### src/rtl/step_pkg.sv
// Shared types and default widths for the step move controller slice.
//   state_t   : sequencer states
//   DEF_CNT_W : default step count width
//   DEF_PER_W : default period width (clk cycles)
package step_pkg;

  localparam int unsigned DEF_CNT_W = 16;
  localparam int unsigned DEF_PER_W = 16;

  typedef enum logic [2:0] {
    IDLE,
    SETUP,
    PULSE_HI,
    PULSE_LO,
    DONE
  } state_t;

endpackage

### src/rtl/step_move_controller_if.sv
// Move command channel (valid/ready) between host logic and the controller.
//   cmd_valid  : command present (master -> slave)
//   cmd_ready  : controller can accept (slave -> master)
//   cmd_dir    : 1 = forward
//   cmd_half   : 1 = half-step mode
//   cmd_steps  : number of step pulses
//   cmd_period : cruise period in clk cycles
interface step_move_controller_if #(
  parameter int unsigned CNT_W = step_pkg::DEF_CNT_W,
  parameter int unsigned PER_W = step_pkg::DEF_PER_W
) ();

  logic             cmd_valid;
  logic             cmd_ready;
  logic             cmd_dir;
  logic             cmd_half;
  logic [CNT_W-1:0] cmd_steps;
  logic [PER_W-1:0] cmd_period;

  modport master (
    output cmd_valid, cmd_dir, cmd_half, cmd_steps, cmd_period,
    input  cmd_ready
  );

  modport slave (
    input  cmd_valid, cmd_dir, cmd_half, cmd_steps, cmd_period,
    output cmd_ready
  );

endinterface

### src/rtl/step_ramp_gen.sv
// Trapezoidal speed ramp: holds the current step period, the clamped cruise
// target and the number of acceleration steps taken (mirrored on decel).
//   load       : capture a new command (cmd_period) and reset the ramp
//   update     : one step period has elapsed; advance the ramp
//   steps_left : pulses still to issue, decides accel/cruise/decel
//   cur_per    : period to use for the next step, clk cycles
module step_ramp_gen
  import step_pkg::*;
#(
  parameter int unsigned CNT_W     = DEF_CNT_W,
  parameter int unsigned PER_W     = DEF_PER_W,
  parameter int unsigned PULSE_W   = 8,
  parameter int unsigned START_PER = 4000,
  parameter int unsigned ACC_DEC   = 40
) (
  input  logic             clk,
  input  logic             rst_n,
  input  logic             load,
  input  logic [PER_W-1:0] cmd_period,
  input  logic             update,
  input  logic [CNT_W-1:0] steps_left,
  output logic [PER_W-1:0] cur_per
);

  // One extra bit so cur_per + ACC_DEC never wraps before the clamp.
  localparam int unsigned   EW      = PER_W + 1;
  localparam logic [EW-1:0] START_E = EW'(START_PER);
  localparam logic [EW-1:0] STEP_E  = EW'(ACC_DEC);
  localparam logic [EW-1:0] MIN_E   = EW'(2 * PULSE_W);

  logic [PER_W-1:0] tgt;
  logic [CNT_W-1:0] ramp_cnt;
  logic [EW-1:0]    tgt_ld_c;
  logic [EW-1:0]    up_c;
  logic [EW-1:0]    dn_c;

  // Candidate periods: clamped target, slowed-down and sped-up values.
  always_comb begin
    tgt_ld_c = (EW'(cmd_period) > MIN_E) ? EW'(cmd_period) : MIN_E;
    up_c     = EW'(cur_per) + STEP_E;
    if (up_c > START_E) begin
      up_c = START_E;
    end
    dn_c = (EW'(cur_per) >= EW'(tgt) + STEP_E) ? EW'(cur_per) - STEP_E : EW'(tgt);
  end

  always_ff @(posedge clk or negedge rst_n) begin
    if (!rst_n) begin
      cur_per  <= '0;
      tgt      <= '0;
      ramp_cnt <= '0;
    end else if (load) begin
      tgt      <= PER_W'(tgt_ld_c);
      cur_per  <= (tgt_ld_c < START_E) ? PER_W'(START_E) : PER_W'(tgt_ld_c);
      ramp_cnt <= '0;
    end else if (update) begin
      // Decel once the remaining pulses no longer cover the accel distance.
      if (steps_left <= ramp_cnt) begin
        cur_per <= PER_W'(up_c);
        if (ramp_cnt != '0) begin
          ramp_cnt <= ramp_cnt - CNT_W'(1);
        end
      end else if (cur_per > tgt) begin
        cur_per <= PER_W'(dn_c);
        if (ramp_cnt != '1) begin
          ramp_cnt <= ramp_cnt + CNT_W'(1);
        end
      end
    end
  end

endmodule

### src/rtl/step_move_controller.sv
// Motion sequencer for one unipolar step driver: accepts move commands and
// emits step/dir/en/half_step with a linear trapezoidal speed ramp.
//   clk, rst_n  : clock, async active-low reset
//   cmd         : move command channel (slave side)
//   en_hold     : keep en asserted after a move
//   abort       : stop the move at the next safe point
//   step        : step pulse, driver acts on rising edge
//   dir         : direction, 1 = forward
//   en          : driver enable
//   half_step   : half-step mode
//   busy        : high from acceptance until DONE exits
//   done        : one-cycle pulse at end of move
//   steps_left  : pulses still to issue
module step_move_controller
  import step_pkg::*;
#(
  parameter int unsigned CNT_W     = DEF_CNT_W,
  parameter int unsigned PER_W     = DEF_PER_W,
  parameter int unsigned PULSE_W   = 8,
  parameter int unsigned SETUP_CYC = 4,
  parameter int unsigned START_PER = 4000,
  parameter int unsigned ACC_DEC   = 40
) (
  input  logic                  clk,
  input  logic                  rst_n,
  step_move_controller_if.slave cmd,
  input  logic                  en_hold,
  input  logic                  abort,
  output logic                  step,
  output logic                  dir,
  output logic                  en,
  output logic                  half_step,
  output logic                  busy,
  output logic                  done,
  output logic [CNT_W-1:0]      steps_left
);

  localparam int unsigned      TMR_W    = PER_W;
  localparam logic [TMR_W-1:0] SETUP_LD = TMR_W'(SETUP_CYC - 1);
  localparam logic [TMR_W-1:0] HI_LD    = TMR_W'(PULSE_W - 1);

  state_t           state;
  logic [TMR_W-1:0] tmr;
  logic             abort_pend;
  logic             moved;
  logic [PER_W-1:0] cur_per;

  logic             accept_c;
  logic             tmr_zero_c;
  logic             ramp_upd_c;
  logic [TMR_W-1:0] lo_ld_c;

  assign accept_c   = (state == IDLE) && cmd.cmd_valid && cmd.cmd_ready;
  assign tmr_zero_c = (tmr == '0);
  // Ramp advances once per completed step period (not on an aborted one).
  assign ramp_upd_c = (state == PULSE_LO) && tmr_zero_c && !abort;
  // Low time makes the rise-to-rise period equal cur_per exactly.
  assign lo_ld_c    = TMR_W'(cur_per) - TMR_W'(PULSE_W) - TMR_W'(1);

  step_ramp_gen #(
    .CNT_W     (CNT_W),
    .PER_W     (PER_W),
    .PULSE_W   (PULSE_W),
    .START_PER (START_PER),
    .ACC_DEC   (ACC_DEC)
  ) u_ramp (
    .clk        (clk),
    .rst_n      (rst_n),
    .load       (accept_c),
    .cmd_period (cmd.cmd_period),
    .update     (ramp_upd_c),
    .steps_left (steps_left),
    .cur_per    (cur_per)
  );

  // Sequencer: state, phase timer and all registered outputs.
  always_ff @(posedge clk or negedge rst_n) begin
    if (!rst_n) begin
      state         <= IDLE;
      tmr           <= '0;
      abort_pend    <= 1'b0;
      moved         <= 1'b0;
      step          <= 1'b0;
      dir           <= 1'b0;
      en            <= 1'b0;
      half_step     <= 1'b0;
      busy          <= 1'b0;
      done          <= 1'b0;
      steps_left    <= '0;
      cmd.cmd_ready <= 1'b0;
    end else begin
      done <= 1'b0;
      case (state)
        IDLE: begin
          cmd.cmd_ready <= 1'b1;
          if (moved) begin
            en <= en_hold;
          end
          if (accept_c) begin
            cmd.cmd_ready <= 1'b0;
            dir           <= cmd.cmd_dir;
            half_step     <= cmd.cmd_half;
            steps_left    <= cmd.cmd_steps;
            en            <= 1'b1;
            busy          <= 1'b1;
            abort_pend    <= 1'b0;
            tmr           <= SETUP_LD;
            if (cmd.cmd_steps == '0) begin
              state <= DONE;
              done  <= 1'b1;
            end else begin
              state <= SETUP;
            end
          end
        end

        SETUP: begin
          if (abort) begin
            state <= DONE;
            done  <= 1'b1;
          end else if (tmr_zero_c) begin
            state      <= PULSE_HI;
            step       <= 1'b1;
            steps_left <= steps_left - CNT_W'(1);
            tmr        <= HI_LD;
          end else begin
            tmr <= tmr - TMR_W'(1);
          end
        end

        // An abort here is remembered so the pulse keeps its full width.
        PULSE_HI: begin
          if (abort) begin
            abort_pend <= 1'b1;
          end
          if (tmr_zero_c) begin
            step <= 1'b0;
            if (abort || abort_pend) begin
              state <= DONE;
              done  <= 1'b1;
            end else begin
              state <= PULSE_LO;
              tmr   <= lo_ld_c;
            end
          end else begin
            tmr <= tmr - TMR_W'(1);
          end
        end

        PULSE_LO: begin
          if (abort) begin
            state <= DONE;
            done  <= 1'b1;
          end else if (tmr_zero_c) begin
            if (steps_left == '0) begin
              state <= DONE;
              done  <= 1'b1;
            end else begin
              state      <= PULSE_HI;
              step       <= 1'b1;
              steps_left <= steps_left - CNT_W'(1);
              tmr        <= HI_LD;
            end
          end else begin
            tmr <= tmr - TMR_W'(1);
          end
        end

        DONE: begin
          state         <= IDLE;
          busy          <= 1'b0;
          cmd.cmd_ready <= 1'b1;
          en            <= en_hold;
          moved         <= 1'b1;
          abort_pend    <= 1'b0;
        end

        default: begin
          state <= IDLE;
        end
      endcase
    end
  end

endmodule
### src/flat_wrapper.sv
// flat-port wrapper written by rule: the top's interface ports become plain ports
module step_move_controller_flat import step_pkg::*;
#(
  parameter int unsigned CNT_W     = DEF_CNT_W,
  parameter int unsigned PER_W     = DEF_PER_W,
  parameter int unsigned PULSE_W   = 8,
  parameter int unsigned SETUP_CYC = 4,
  parameter int unsigned START_PER = 4000,
  parameter int unsigned ACC_DEC   = 40
)
  (clk, rst_n, en_hold, abort, step, dir, en, half_step, busy, done, steps_left, cmd_cmd_valid, cmd_cmd_dir, cmd_cmd_half, cmd_cmd_steps, cmd_cmd_period, cmd_cmd_ready);
  step_move_controller_if #(.CNT_W(CNT_W), .PER_W(PER_W)) cmd_i ();
  input  logic clk;
  input  logic rst_n;
  input  logic en_hold;
  input  logic abort;
  output logic step;
  output logic dir;
  output logic en;
  output logic half_step;
  output logic busy;
  output logic done;
  output logic [CNT_W-1:0] steps_left;
  input wire logic [$bits(cmd_i.cmd_valid)-1:0] cmd_cmd_valid;
  input wire logic [$bits(cmd_i.cmd_dir)-1:0] cmd_cmd_dir;
  input wire logic [$bits(cmd_i.cmd_half)-1:0] cmd_cmd_half;
  input wire logic [$bits(cmd_i.cmd_steps)-1:0] cmd_cmd_steps;
  input wire logic [$bits(cmd_i.cmd_period)-1:0] cmd_cmd_period;
  output wire logic [$bits(cmd_i.cmd_ready)-1:0] cmd_cmd_ready;
  assign cmd_i.cmd_valid = cmd_cmd_valid;
  assign cmd_i.cmd_dir = cmd_cmd_dir;
  assign cmd_i.cmd_half = cmd_cmd_half;
  assign cmd_i.cmd_steps = cmd_cmd_steps;
  assign cmd_i.cmd_period = cmd_cmd_period;
  assign cmd_cmd_ready = cmd_i.cmd_ready;
  step_move_controller #(.CNT_W(CNT_W), .PER_W(PER_W), .PULSE_W(PULSE_W), .SETUP_CYC(SETUP_CYC), .START_PER(START_PER), .ACC_DEC(ACC_DEC)) u_core (.clk(clk), .rst_n(rst_n), .cmd(cmd_i), .en_hold(en_hold), .abort(abort), .step(step), .dir(dir), .en(en), .half_step(half_step), .busy(busy), .done(done), .steps_left(steps_left));
endmodule
### config.mk
export PLATFORM = sky130hd
export DESIGN_NAME = step_move_controller_flat
export DESIGN_NICKNAME = d
export VERILOG_FILES = /design/src/rtl/step_pkg.sv /design/src/rtl/step_move_controller_if.sv /design/src/rtl/step_ramp_gen.sv /design/src/rtl/step_move_controller.sv /design/src/flat_wrapper.sv
export SDC_FILE = /design/constraint.sdc
export NUM_CORES = 1
export LEC_CHECK = 0
export CAP_MARGIN = 0
export CELL_PAD_IN_SITES_DETAIL_PLACEMENT = 2
export CELL_PAD_IN_SITES_GLOBAL_PLACEMENT = 2
export CORE_UTILIZATION = 36
export DETAILED_ROUTE_END_ITERATION = 10
export PLACE_DENSITY = 0.87
export SLEW_MARGIN = 0
export SYNTH_ARGS = -nofsm -noshare
export SYNTH_HDL_FRONTEND = slang
export SYNTH_SLANG_ARGS = --single-unit
### constraint.sdc
create_clock -name clk -period 5.25 [get_ports clk]
set_input_delay 1.05 -clock clk [delete_from_list [all_inputs] [get_ports clk]]
set_output_delay 1.05 -clock clk [all_outputs]
set_load 0.1 [all_outputs]
==> summary.md, run 1 <==
| Metric | Value |
|---|---|
| Hold path startpoint | `u_core.dir$_DFFE_PN0P_` |
| CP Max Fanout | `17` |
| Inserted Diodes | `0` |
| Kind of end point of the critical path | `flip-flop` |
| Reg2reg start | `u_core.steps_left[5]$_DFFE_PN0P_` |
| CTS Buffer Depth | `2` |
| Post-Synthesis Cells | `960` |
| Post-DP HPWL | `approximately 22000 um` |
| Worst Setup SP | `u_core.steps_left[5]$_DFFE_PN0P_` |
| Hold-fix buffers, CTS | `0` |
| WP data arrival | `about 4.9 ns` |
| Leak | `about 3.6 nW` |
| Run status | `finished, final reports clean` |
| DP Area | `0.00847 mm2` |
| Clock latency on the worst-skew pair | `around 0.37 ns` |
| # port buffers | `61` |
| Clock skew | `between 0.009 and 0.01 ns` |
| Post-CTS resize count | `0` |
| DIE HEIGHT | `around 150 um` |
| Via/cell ratio | `6.09` |
| Setup ws final | `between 0.6 and 0.7 ns` |
| Antenna Nets Post-Route | `0` |
| RD Place Congestion | `slightly below 0.9` |
| Unrepaired setup endpoints after global routing | `false` |
| Hold Crit Class | `flip-flop to flip-flop` |
| Final number of setup-violating endpoints | `0` |
| Post-route cell area | `a little under 0.009 mm2` |
| Post-Place Worst Slack | `around 0.76 ns` |
| Sequential area share after synthesis | `0.301` |
| Most numerous cell in the Yosys netlist | `nor2_1` |
| Drt first pass iters | `4` |
| Setup Crit Path Kind | `flip-flop to flip-flop` |
| Fmax | `about 220 MHz` |
| Share of layout cells above drive strength 1 | `0.0499` |
| Avg Cell Area, Syn | `approximately 8.0 um2` |
| CTS buffer count | `9` |
| Post-synth EDFFs | `0` |
| Total die area | `around 0.022 mm2` |
| Ports | `62` |
| Total global-route track usage | `0.282` |
| Met1 WL | `around 13000 um` |
| Max-slew violations | `0` |
| CTS root buf | `clkbuf_16` |
| Row Count | `52` |
| Met2 Wirelength | `around 15000 um` |
| First-pass GRT wire length | `around 48000 um` |
| Final wirelength | `29700 um` |
| CTS Sinks | `92` |
| WL met3 | `around 1000 um` |
| Vias in the first global route | `approximately 8600` |
| Synth Warn # | `0` |
| Share of the synthesized area in the top cell type | `0.301` |
| Initial Util | `0.373` |
| Synthesized area | `0.00764 mm2` |
| Setup Fix Bufs, Post-CTS | `0` |
| FF+latch count, synth | `92` |
| Syn Nets | `1070` |
| Area growth from synthesis to layout | `15.6%` |
| Pin count of the biggest net entering global routing | `60` |
| Worst slew pin tran | `about 1.1 ns` |
| Max cap viols | `0` |
| CTS H-tree lvls | `3` |
| NumNets Final | `1108` |
| Inst Count DP | `between 1000 and 1500` |
| PwrDens | `about 730 mW/mm2` |
| Top cells by count, synth | `nor2_1, dfrtp_1, nand2_1` |
| Crit path launch type | `flip-flop` |
| CTS tree | `done` |
| WL per Instance | `between 20 and 25 um` |
| Initial drt markers | `~300` |
| Total global routing overflow | `0` |
| Largest area contributor in the netlist | `dfrtp_1` |
| Via count | `7750` |
| Critical path data required time | `~5.5 ns` |
| Post-Layout Cell Count | `approximately 1300` |
| Hold Fails Final Rpt | `0` |
| Final min period | `between 4 and 5 ns` |
| Top FF cell, synth | `dfrtp_1` |
| Initial antenna violation count | `0` |
| Final TNS setup | `0 ns` |
| IR Drop Worst-Case VDD | `~0.42 mV` |
| Tcrit/Tclk final | `0.882` |
| Relative slew slack | `0.269` |
| Uppermost layer routed | `met4` |
| Synth area leaders | `dfrtp_1, ha_1, a21oi_1, nor2_1, o21ai_0` |
| Chip width | `~150 um` |
| Synth unique cells | `84` |
| Clk slew on worst S/H paths | `approximately 0.070 ns` |
| Ys async rst share | `1.00` |
| Drt drc | `0` |
| Total core area | `about 0.020 mm2` |
placed cells by master (no fill, tap or decap), drive strengths merged, types with 10 or more instances in the layout:
cell type | Yosys | layout
xnor2 | 29 | 29
a211oi | 10 | 10
inv | 47 | 48
a31oi | 10 | 10
clkbuf | 28 | 11
buf | 15 | 10
nor3 | 39 | 39
a21oi | 79 | 79
nor2 | 102 | 102
nand2 | 83 | 83
nand3 | 32 | 32
dfrtp | 92 | 92
ha | 70 | 70
xor2 | 22 | 22
nand4 | 19 | 19
o21ai | 120 | 120
clkdlybuf4s50 | 0 | 60
nor4 | 22 | 22
stage by stage:
step,util,hold slack (ns),power (mW)
floorplan,-,0.436,4.26
CTS,0.431,0.484,6.46
global route,0.431,0.518,6.89
global placement,0.413,0.451,5.35
finish,0.431,0.483,6.45
detailed placement,0.413,0.467,5.53
registers in the layout (all words and copies together) (netlist names):
name and flops:
u_core.tmr 16, u_core.u_ramp.cur_per 16, u_core.half_step 1, u_core.step 1
u_core.steps_left 16, u_core.cmd.cmd_ready 1, u_core.moved 1, u_core.done 1
u_core.abort_pend 1, u_core.dir 1, u_core.u_ramp.tgt 16, u_core.state 3
u_core.u_ramp.ramp_cnt 16, u_core.en 1, u_core.busy 1
worst paths after layout:
path	to	slack, ns	depth (start not counted)
worst max-delay path	u_core.u_ramp.ramp_cnt[15]$_DFFE_PN0P_	0.62	15
min in group asynchronous	u_core.tmr[4]$_DFFE_PN0P_	0.79	1
worst min-delay path	u_core.dir$_DFFE_PN0P_	0.48	2
max in group asynchronous	u_core.state[0]$_DFFE_PN0P_	3.42	2
worst max register to register	u_core.u_ramp.ramp_cnt[15]$_DFFE_PN0P_	0.62	15
worst min register to register	u_core.dir$_DFFE_PN0P_	0.48	2
cell type report:
class	instances	area (um2)
clock buffers	11	253
clock inverters	5	106
fillers	2346	11700
flip-flops and latches	92	2300
multi-input cells	776	4970
well taps	270	338
repair buffers	70	676
inverters	49	184
power breakdown:
part / switching [mW] / internal [mW]
sequential: 0.506 / 0.963
clock: 0.328 / 0.494
combinational: 2.80 / 1.36
total: 3.63 / 2.82
metal layers:
| layer | global-route usage | vias up |
|---|---|---|
| met1 | 0.346 | 3975 |
| met2 | 0.488 | 140 |
| met3 | 0.0444 | 59 |
| li1 | - | 3576 |
| met5 | 0 | - |
| met4 | 0.125 | 0 |
worst max-delay path: stages (launching register included):
cell and delay [ns]:
dfrtp_1 0.48, ha_1 0.35, a21oi_1 0.17, o21ai_1 0.10
a221o_1 0.39, o31ai_4 0.46, buf_4 0.35, ha_1 0.31
a211oi_1 0.33, o21bai_1 0.12, a21oi_1 0.37, o311ai_0 0.27
a311oi_1 0.32, xnor2_1 0.13, or3_1 0.32, o21ai_1 0.08
cell families (layout without fill, tap and decap cells):
logic type	Yosys count	count (layout)	synth area share
AOI/OAI and AO/OA	296	296	0.239
and+or+nand+nor	352	352	0.227
adders and majority gates	71	71	0.117
buffers and inverters	92	135	0.0486
xor gates and xnor gates	51	51	0.0585
DFF	92	92	0.301
muxes	6	6	0.00803
(Power assumes the default switching activity.)
==> run 2, diff against run 1 <==
--- a/config.mk
+++ b/config.mk
@@ -8,9 +8,9 @@
 export CAP_MARGIN = 0
 export CELL_PAD_IN_SITES_DETAIL_PLACEMENT = 2
 export CELL_PAD_IN_SITES_GLOBAL_PLACEMENT = 2
-export CORE_UTILIZATION = 36
+export CORE_UTILIZATION = 38
 export DETAILED_ROUTE_END_ITERATION = 10
-export PLACE_DENSITY = 0.87
+export PLACE_DENSITY = 0.86
 export SLEW_MARGIN = 0
 export SYNTH_ARGS = -nofsm -noshare
 export SYNTH_HDL_FRONTEND = slang
==> constraint.sdc (replaced) <==
create_clock -name clk -period 5.8 [get_ports clk]
set_input_delay 1.16 -clock clk [delete_from_list [all_inputs] [get_ports clk]]
set_output_delay 1.16 -clock clk [all_outputs]
set_load 0.1 [all_outputs]
==> summary.md, run 2 (synthesis results as in run 1) <==
| Metric | Value |
|---|---|
| Run status | `finished, final reports clean` |
| Worst slew pin tran | `approximately 1.1 ns` |
| Hold Crit Class | `flip-flop to flip-flop` |
| Drt drc | `0` |
| Post-Place Worst Slack | `1.39 ns` |
| Antenna Nets Post-Route | `0` |
| Initial drt markers | `460` |
| P_int | `around 2.5 mW` |
| # port buffers | `61` |
| RD Place Congestion | `0.905` |
| CTS Buffer Depth | `2` |
| Max-slew violations | `0` |
| Kind of end point of the critical path | `flip-flop` |
| Most frequent cells in the layout | `nor2_1, dfrtp_1, nand2_1, a21oi_1, ha_1` |
| CP Max Fanout | `17` |
| PwrDens | `roughly 660 mW/mm2` |
| Area growth from synthesis to layout | `15.3%` |
| Critical path data required time | `6.09 ns` |
| Unrepaired setup endpoints after global routing | `false` |
| Initial Util | `0.390` |
| Hold-fix buffers, CTS | `0` |
| Setup Fix Bufs, Post-CTS | `0` |
| CTS root buf | `clkbuf_16` |
| Combinational share of power | `0.647` |
| NumNets Final | `1107` |
| Total core area | `0.0196 mm2` |
| Initial antenna violation count | `0` |
| Total die area | `approximately 0.021 mm2` |
| CTS tree | `done` |
| Fillers | `2279` |
| Total global-route track usage | `0.304` |
| Fmax | `about 220 MHz` |
| Pin count of the biggest net entering global routing | `50` |
| Row Count | `51` |
| Total global routing overflow | `0` |
| Clock share of power | `0.125` |
| First-pass GRT wire length | `a little under 50000 um` |
| Inserted Diodes | `0` |
| P_sw | `roughly 3.3 mW` |
| Tcrit/Tclk final | `0.777` |
| WP data arrival | `around 4.8 ns` |
| Register Area | `0.00230 mm2` |
| Post-route cell area | `0.00881 mm2` |
| Area occupied by multi-input gates | `around 0.0050 mm2` |
| Chip width | `roughly 140 um` |
| Final min period | `between 4 and 5 ns` |
| Hold Fails Final Rpt | `0` |
| Share of layout cells above drive strength 1 | `0.0489` |
| IR Drop Worst-Case VDD | `around 0.43 mV` |
| Post-CTS resize count | `0` |
| Final wirelength | `around 30000 um` |
| DP Area | `around 0.0085 mm2` |
| Leak | `approximately 3.6 nW` |
| WHS | `0.479 ns` |
| CTS H-tree lvls | `3` |
| DIE HEIGHT | `roughly 140 um` |
| Relative slew slack | `0.263` |
| Commonest non-fill, non-tap cell in the layout | `nor2_1` |
| Sw Ratio | `0.568` |
| Crit path launch type | `flip-flop` |
| Setup ws final | `1.29 ns` |
| Reg power frac | `0.228` |
| CTS buffer count | `9` |
| Max cap viols | `0` |
| Clk slew on worst S/H paths | `about 0.08 ns` |
| Setup Crit Path Kind | `flip-flop to flip-flop` |
| Clock skew | `roughly 0.01 ns` |
| Drt first pass iters | `7` |
| Via count | `7781` |
| Via/cell ratio | `between 6 and 7` |
| Post-DP HPWL | `21800 um` |
| Vias in the first global route | `about 8500` |
| CTS Sinks | `92` |
| Clock latency on the worst-skew pair | `roughly 0.37 ns` |
| Ports | `62` |
| Final number of setup-violating endpoints | `0` |
| WL per Instance | `roughly 24 um` |
| Final TNS setup | `0 ns` |
## run 2: cell type report
cell class / instances / share of cell area
Clock buffer: 9 / 0.0256
Clock inverter: 7 / 0.0139
Inverter: 49 / 0.0209
Multi-Input combinational cell: 776 / 0.565
Sequential cell: 92 / 0.261
Tap cell: 265 / 0.0376
Timing Repair Buffer: 69 / 0.0759
## run 2: layer usage
layer  global-route usage  part of all wire  vias to the layer above
met4                0.115             0.027                        0
met2                0.539              0.50                      166
met1                0.372              0.44                     3982
met3               0.0430             0.039                       51
li1                     -                 -                     3582
met5                    0                 0                        -
## run 2: critical path, cell delays in order, from the launching register on
cell and delay, ns:
dfrtp_1 0.47, inv_1 0.08, ha_1 0.30, a21oi_1 0.13, o21ai_1 0.11, a221o_1 0.39
o31ai_4 0.71, buf_4 0.32, ha_1 0.29, nand2_1 0.12, nor3b_1 0.07, a211oi_1 0.35
o311ai_0 0.27, a311oi_1 0.31, xnor2_1 0.13, or3_1 0.31, o21ai_1 0.08
## run 2: final timing paths
path | start | endpoint | slack, ns | depth (start not counted)
setup reg to reg | u_core.u_ramp.ramp_cnt[5]$_DFFE_PN0P_ | u_core.u_ramp.ramp_cnt[15]$_DFFE_PN0P_ | 1.29 | 16
hold / removal | u_core.moved$_DFFE_PN0P_ | u_core.moved$_DFFE_PN0P_ | 0.48 | 1
min in group asynchronous | rst_n | u_core.tmr[11]$_DFFE_PN0P_ | 0.84 | 1
hold reg to reg | u_core.moved$_DFFE_PN0P_ | u_core.moved$_DFFE_PN0P_ | 0.48 | 1
setup / recovery | u_core.u_ramp.ramp_cnt[5]$_DFFE_PN0P_ | u_core.u_ramp.ramp_cnt[15]$_DFFE_PN0P_ | 1.29 | 16
max in group asynchronous | rst_n | u_core.u_ramp.ramp_cnt[4]$_DFFE_PN0P_ | 3.82 | 2
## run 2: metrics by stage
step | utilization | std cells | total power [mW]
2_1_floorplan | - | 960 | 3.86
5_1_grt | 0.450 | 1267 | 6.21
3_3_place_gp | 0.432 | 1251 | 4.82
4_1_cts | 0.450 | 1267 | 5.82
3_5_place_dp | 0.432 | 1251 | 4.99
6_report | 0.450 | 1267 | 5.84
## run 2: power groups by stage
stage | clock (mW) | sequential, mW | combinational (mW)
finish | 0.731 | 1.33 | 3.77
detailed placement | 0 | 1.33 | 3.66
CTS | 0.742 | 1.32 | 3.76
floorplan | 0 | 1.61 | 2.25
global placement | 0 | 1.31 | 3.51
global route | 0.762 | 1.36 | 4.08
==> run 3, diff against run 2 <==
--- a/config.mk
+++ b/config.mk
@@ -8,9 +8,9 @@
 export CAP_MARGIN = 0
 export CELL_PAD_IN_SITES_DETAIL_PLACEMENT = 2
 export CELL_PAD_IN_SITES_GLOBAL_PLACEMENT = 2
-export CORE_UTILIZATION = 38
+export CORE_UTILIZATION = 32
 export DETAILED_ROUTE_END_ITERATION = 10
-export PLACE_DENSITY = 0.86
+export PLACE_DENSITY = 0.77
 export SLEW_MARGIN = 0
 export SYNTH_ARGS = -nofsm -noshare
 export SYNTH_HDL_FRONTEND = slang
==> constraint.sdc (replaced) <==
create_clock -name clk -period 4 [get_ports clk]
set_input_delay 0.8 -clock clk [delete_from_list [all_inputs] [get_ports clk]]
set_output_delay 0.8 -clock clk [all_outputs]
set_load 0.1 [all_outputs]
==> summary.md, run 3 (synthesis results as in run 1) <==
| Metric | Value |
|---|---|
| Leak | `about 3.7 nW` |
| Critical path depth | `15` |
| Drt first pass iters | `4` |
| Row Count | `56` |
| Post-CTS resize count | `0` |
| RD Place Congestion | `0.840` |
| Total core area | `~0.023 mm2` |
| Total global-route track usage | `0.253` |
| Hold Fails Final Rpt | `0` |
| Inserted Diodes | `0` |
| Pin count of the biggest net entering global routing | `48` |
| Via/cell ratio | `5.72` |
| Fmax | `~260 MHz` |
| Crit path launch type | `flip-flop` |
| Drt drc | `0` |
| Final min period | `3.77 ns` |
| CTS H-tree lvls | `3` |
| Initial antenna violation count | `0` |
| WL per Instance | `about 22 um` |
| Kind of end point of the critical path | `flip-flop` |
| CP Buf/Inv Count | `1` |
| Initial Util | `0.325` |
| Pwr Total | `between 8 and 9 mW` |
| Combinational share of power | `0.681` |
| Hold-fix buffers, CTS | `0` |
| PwrDens | `roughly 930 mW/mm2` |
| Ports | `between 60 and 70` |
| FF-to-FF setup slack | `~0.23 ns` |
| CTS root buf | `clkbuf_16` |
| Vias in the first global route | `between 8000 and 9000` |
| Clock skew | `about 0.013 ns` |
| Chip width | `approximately 160 um` |
| Setup Fix Bufs, Post-CTS | `0` |
| Sw Ratio | `0.553` |
| Most frequent cells in the layout | `nor2_1, nand2_1, a21oi_1, dfrtp_1, o21ai_0` |
| WHS | `between 0.4 and 0.5 ns` |
| CP delay by family, top | `compound AO/OA/AOI/OAI gates` |
| P_sw | `4.82 mW` |
| Hold Crit Class | `primary input to asynchronous set/reset pin` |
| Share of layout cells above drive strength 1 | `0.119` |
| Cell depth of the worst flop-to-flop path | `15` |
| Worst slew pin tran | `approximately 1.0 ns` |
| Slowest stage delay, CP | `~0.52 ns` |
| Relative slew slack | `0.304` |
| CTS tree | `done` |
| Critical path data required time | `4.29 ns` |
| Setup Crit Path Kind | `flip-flop to flip-flop` |
| Reg2reg start | `u_core.steps_left[14]$_DFFE_PN0P_` |
| Crit Reg-Reg Endpoint | `u_core.u_ramp.ramp_cnt[15]$_DFFE_PN0P_` |
| Tcrit/Tclk final | `0.944` |
| Clk slew on worst S/H paths | `~0.08 ns` |
| CTS buffer count | `9` |
| Final number of setup-violating endpoints | `0` |
| Final wirelength | `just under 30000 um` |
| # port buffers | `slightly above 60` |
| Worst Setup SP | `u_core.steps_left[14]$_DFFE_PN0P_` |
| Reg power frac | `0.209` |
| IR Drop Worst-Case VDD | `around 0.65 mV` |
| NumNets Final | `roughly 1100` |
| Total global routing overflow | `0` |
| Max-slew violations | `0` |
| Total die area | `roughly 0.024 mm2` |
| Post-DP HPWL | `approximately 23000 um` |
| WP data arrival | `a little over 4 ns` |
| Slowest cell on crit path | `dfrtp_4` |
| Unrepaired setup endpoints after global routing | `false` |
| Commonest non-fill, non-tap cell in the layout | `nor2_1` |
| Clock share of power | `0.110` |
| CP Cell Sequence | `ha_4 > nand4_1 > nor4_2 > a21boi_2 > o31ai_4 > buf_12 > ha_1 > nand2_1 > nor3b_1 > a211oi_2 > o311ai_2 > a311oi_2 > xnor2_1 > or3_1 > o21ai_1` |
| DIE HEIGHT | `157 um` |
| CP Max Fanout | `26` |
| P_int | `approximately 3.9 mW` |
| Area growth from synthesis to layout | `22.8%` |
| CTS Sinks | `slightly above 90` |
| First-pass GRT wire length | `~47000 um` |
| CTS Buffer Depth | `2` |
| Initial drt markers | `about 310` |
| Antenna Nets Post-Route | `0` |
| Via count | `about 7800` |
| Clock latency on the worst-skew pair | `0.37 ns` |
| Worst Setup EP | `u_core.u_ramp.ramp_cnt[15]$_DFFE_PN0P_` |
| Run status | `finished, final reports clean` |
| Max cap viols | `0` |
[run 3: cell types whose count changed in the layout (fill, tap and decap cells not counted), moves of 2 or more]
cell and change:
buf_4 +34, dfrtp_1 -16, ha_1 -14, ha_4 +14, dfrtp_4 +12, dfrtp_2 +4, a211oi_1 -2, a211oi_2 +2
bufinv_16 -2, clkinvlp_4 -2, o21ai_0 -2
[run 3: area by class of cell]
class,instances,area (um2)
fillers,2685,14100
multi-input cells,776,5190
flip-flops and latches,92,2350
repair buffers,104,943
well taps,319,399
clock buffers,10,239
inverters,49,184
clock inverters,6,70.1
[run 3: worst min-delay path by stage]
stage / to / cells past startpoint / from
detailed placement: u_core.moved$_DFFE_PN0P_ / 1 / u_core.moved$_DFFE_PN0P_
global placement: u_core.moved$_DFFE_PN0P_ / 1 / u_core.moved$_DFFE_PN0P_
global route: u_core.moved$_DFFE_PN0P_ / 1 / u_core.moved$_DFFE_PN0P_
finish: u_core.u_ramp.tgt[10]$_DFFE_PN0P_ / 1 / rst_n
floorplan: u_core.moved$_DFFE_PN0P_ / 1 / u_core.moved$_DFFE_PN0P_
CTS: u_core.u_ramp.tgt[10]$_DFFE_PN0P_ / 1 / rst_n
[run 3: per-layer routing]
layer / track usage / vias up / share of wire
met3: 0.0332 / 40 / 0.028
met5: 0 / - / 0
li1: - / 3646 / -
met1: 0.313 / 3951 / 0.45
met2: 0.447 / 125 / 0.50
met4: 0.0901 / 0 / 0.023
[run 3: stage by stage]
step	std cells	setup TNS, ns	util	instance area [um2]	setup WS, ns
after floorplan	960	-0.108	-	7900	-0.0981
after global placement	1340	0	0.386	9050	0.238
after detailed placement	1340	0	0.386	9050	0.0552
after CTS	1356	0	0.399	9360	0.0267
after global routing	1356	0	0.400	9380	0.0263
final	1356	0	0.400	9380	0.226
[run 3: worst reg2reg max path, cell delays in order, from the launching register on]
cell and delay (ns):
dfrtp_4 0.52, ha_4 0.29, nand4_1 0.17, nor4_2 0.36
a21boi_2 0.25, o31ai_4 0.10, buf_12 0.18, ha_1 0.37
nand2_1 0.13, nor3b_1 0.07, a211oi_2 0.25, o311ai_2 0.17
a311oi_2 0.34, xnor2_1 0.13, or3_1 0.31, o21ai_1 0.08
[run 3: power groups by stage]
stage               logic (mW)  registers, mW  clock network, mW
finish                    5.93           1.82              0.960
global route              6.46           1.87              0.997
CTS                       5.94           1.81              0.978
detailed placement        5.87           1.83                  0
global placement          5.68           1.81                  0
floorplan                 3.33           2.41                  0
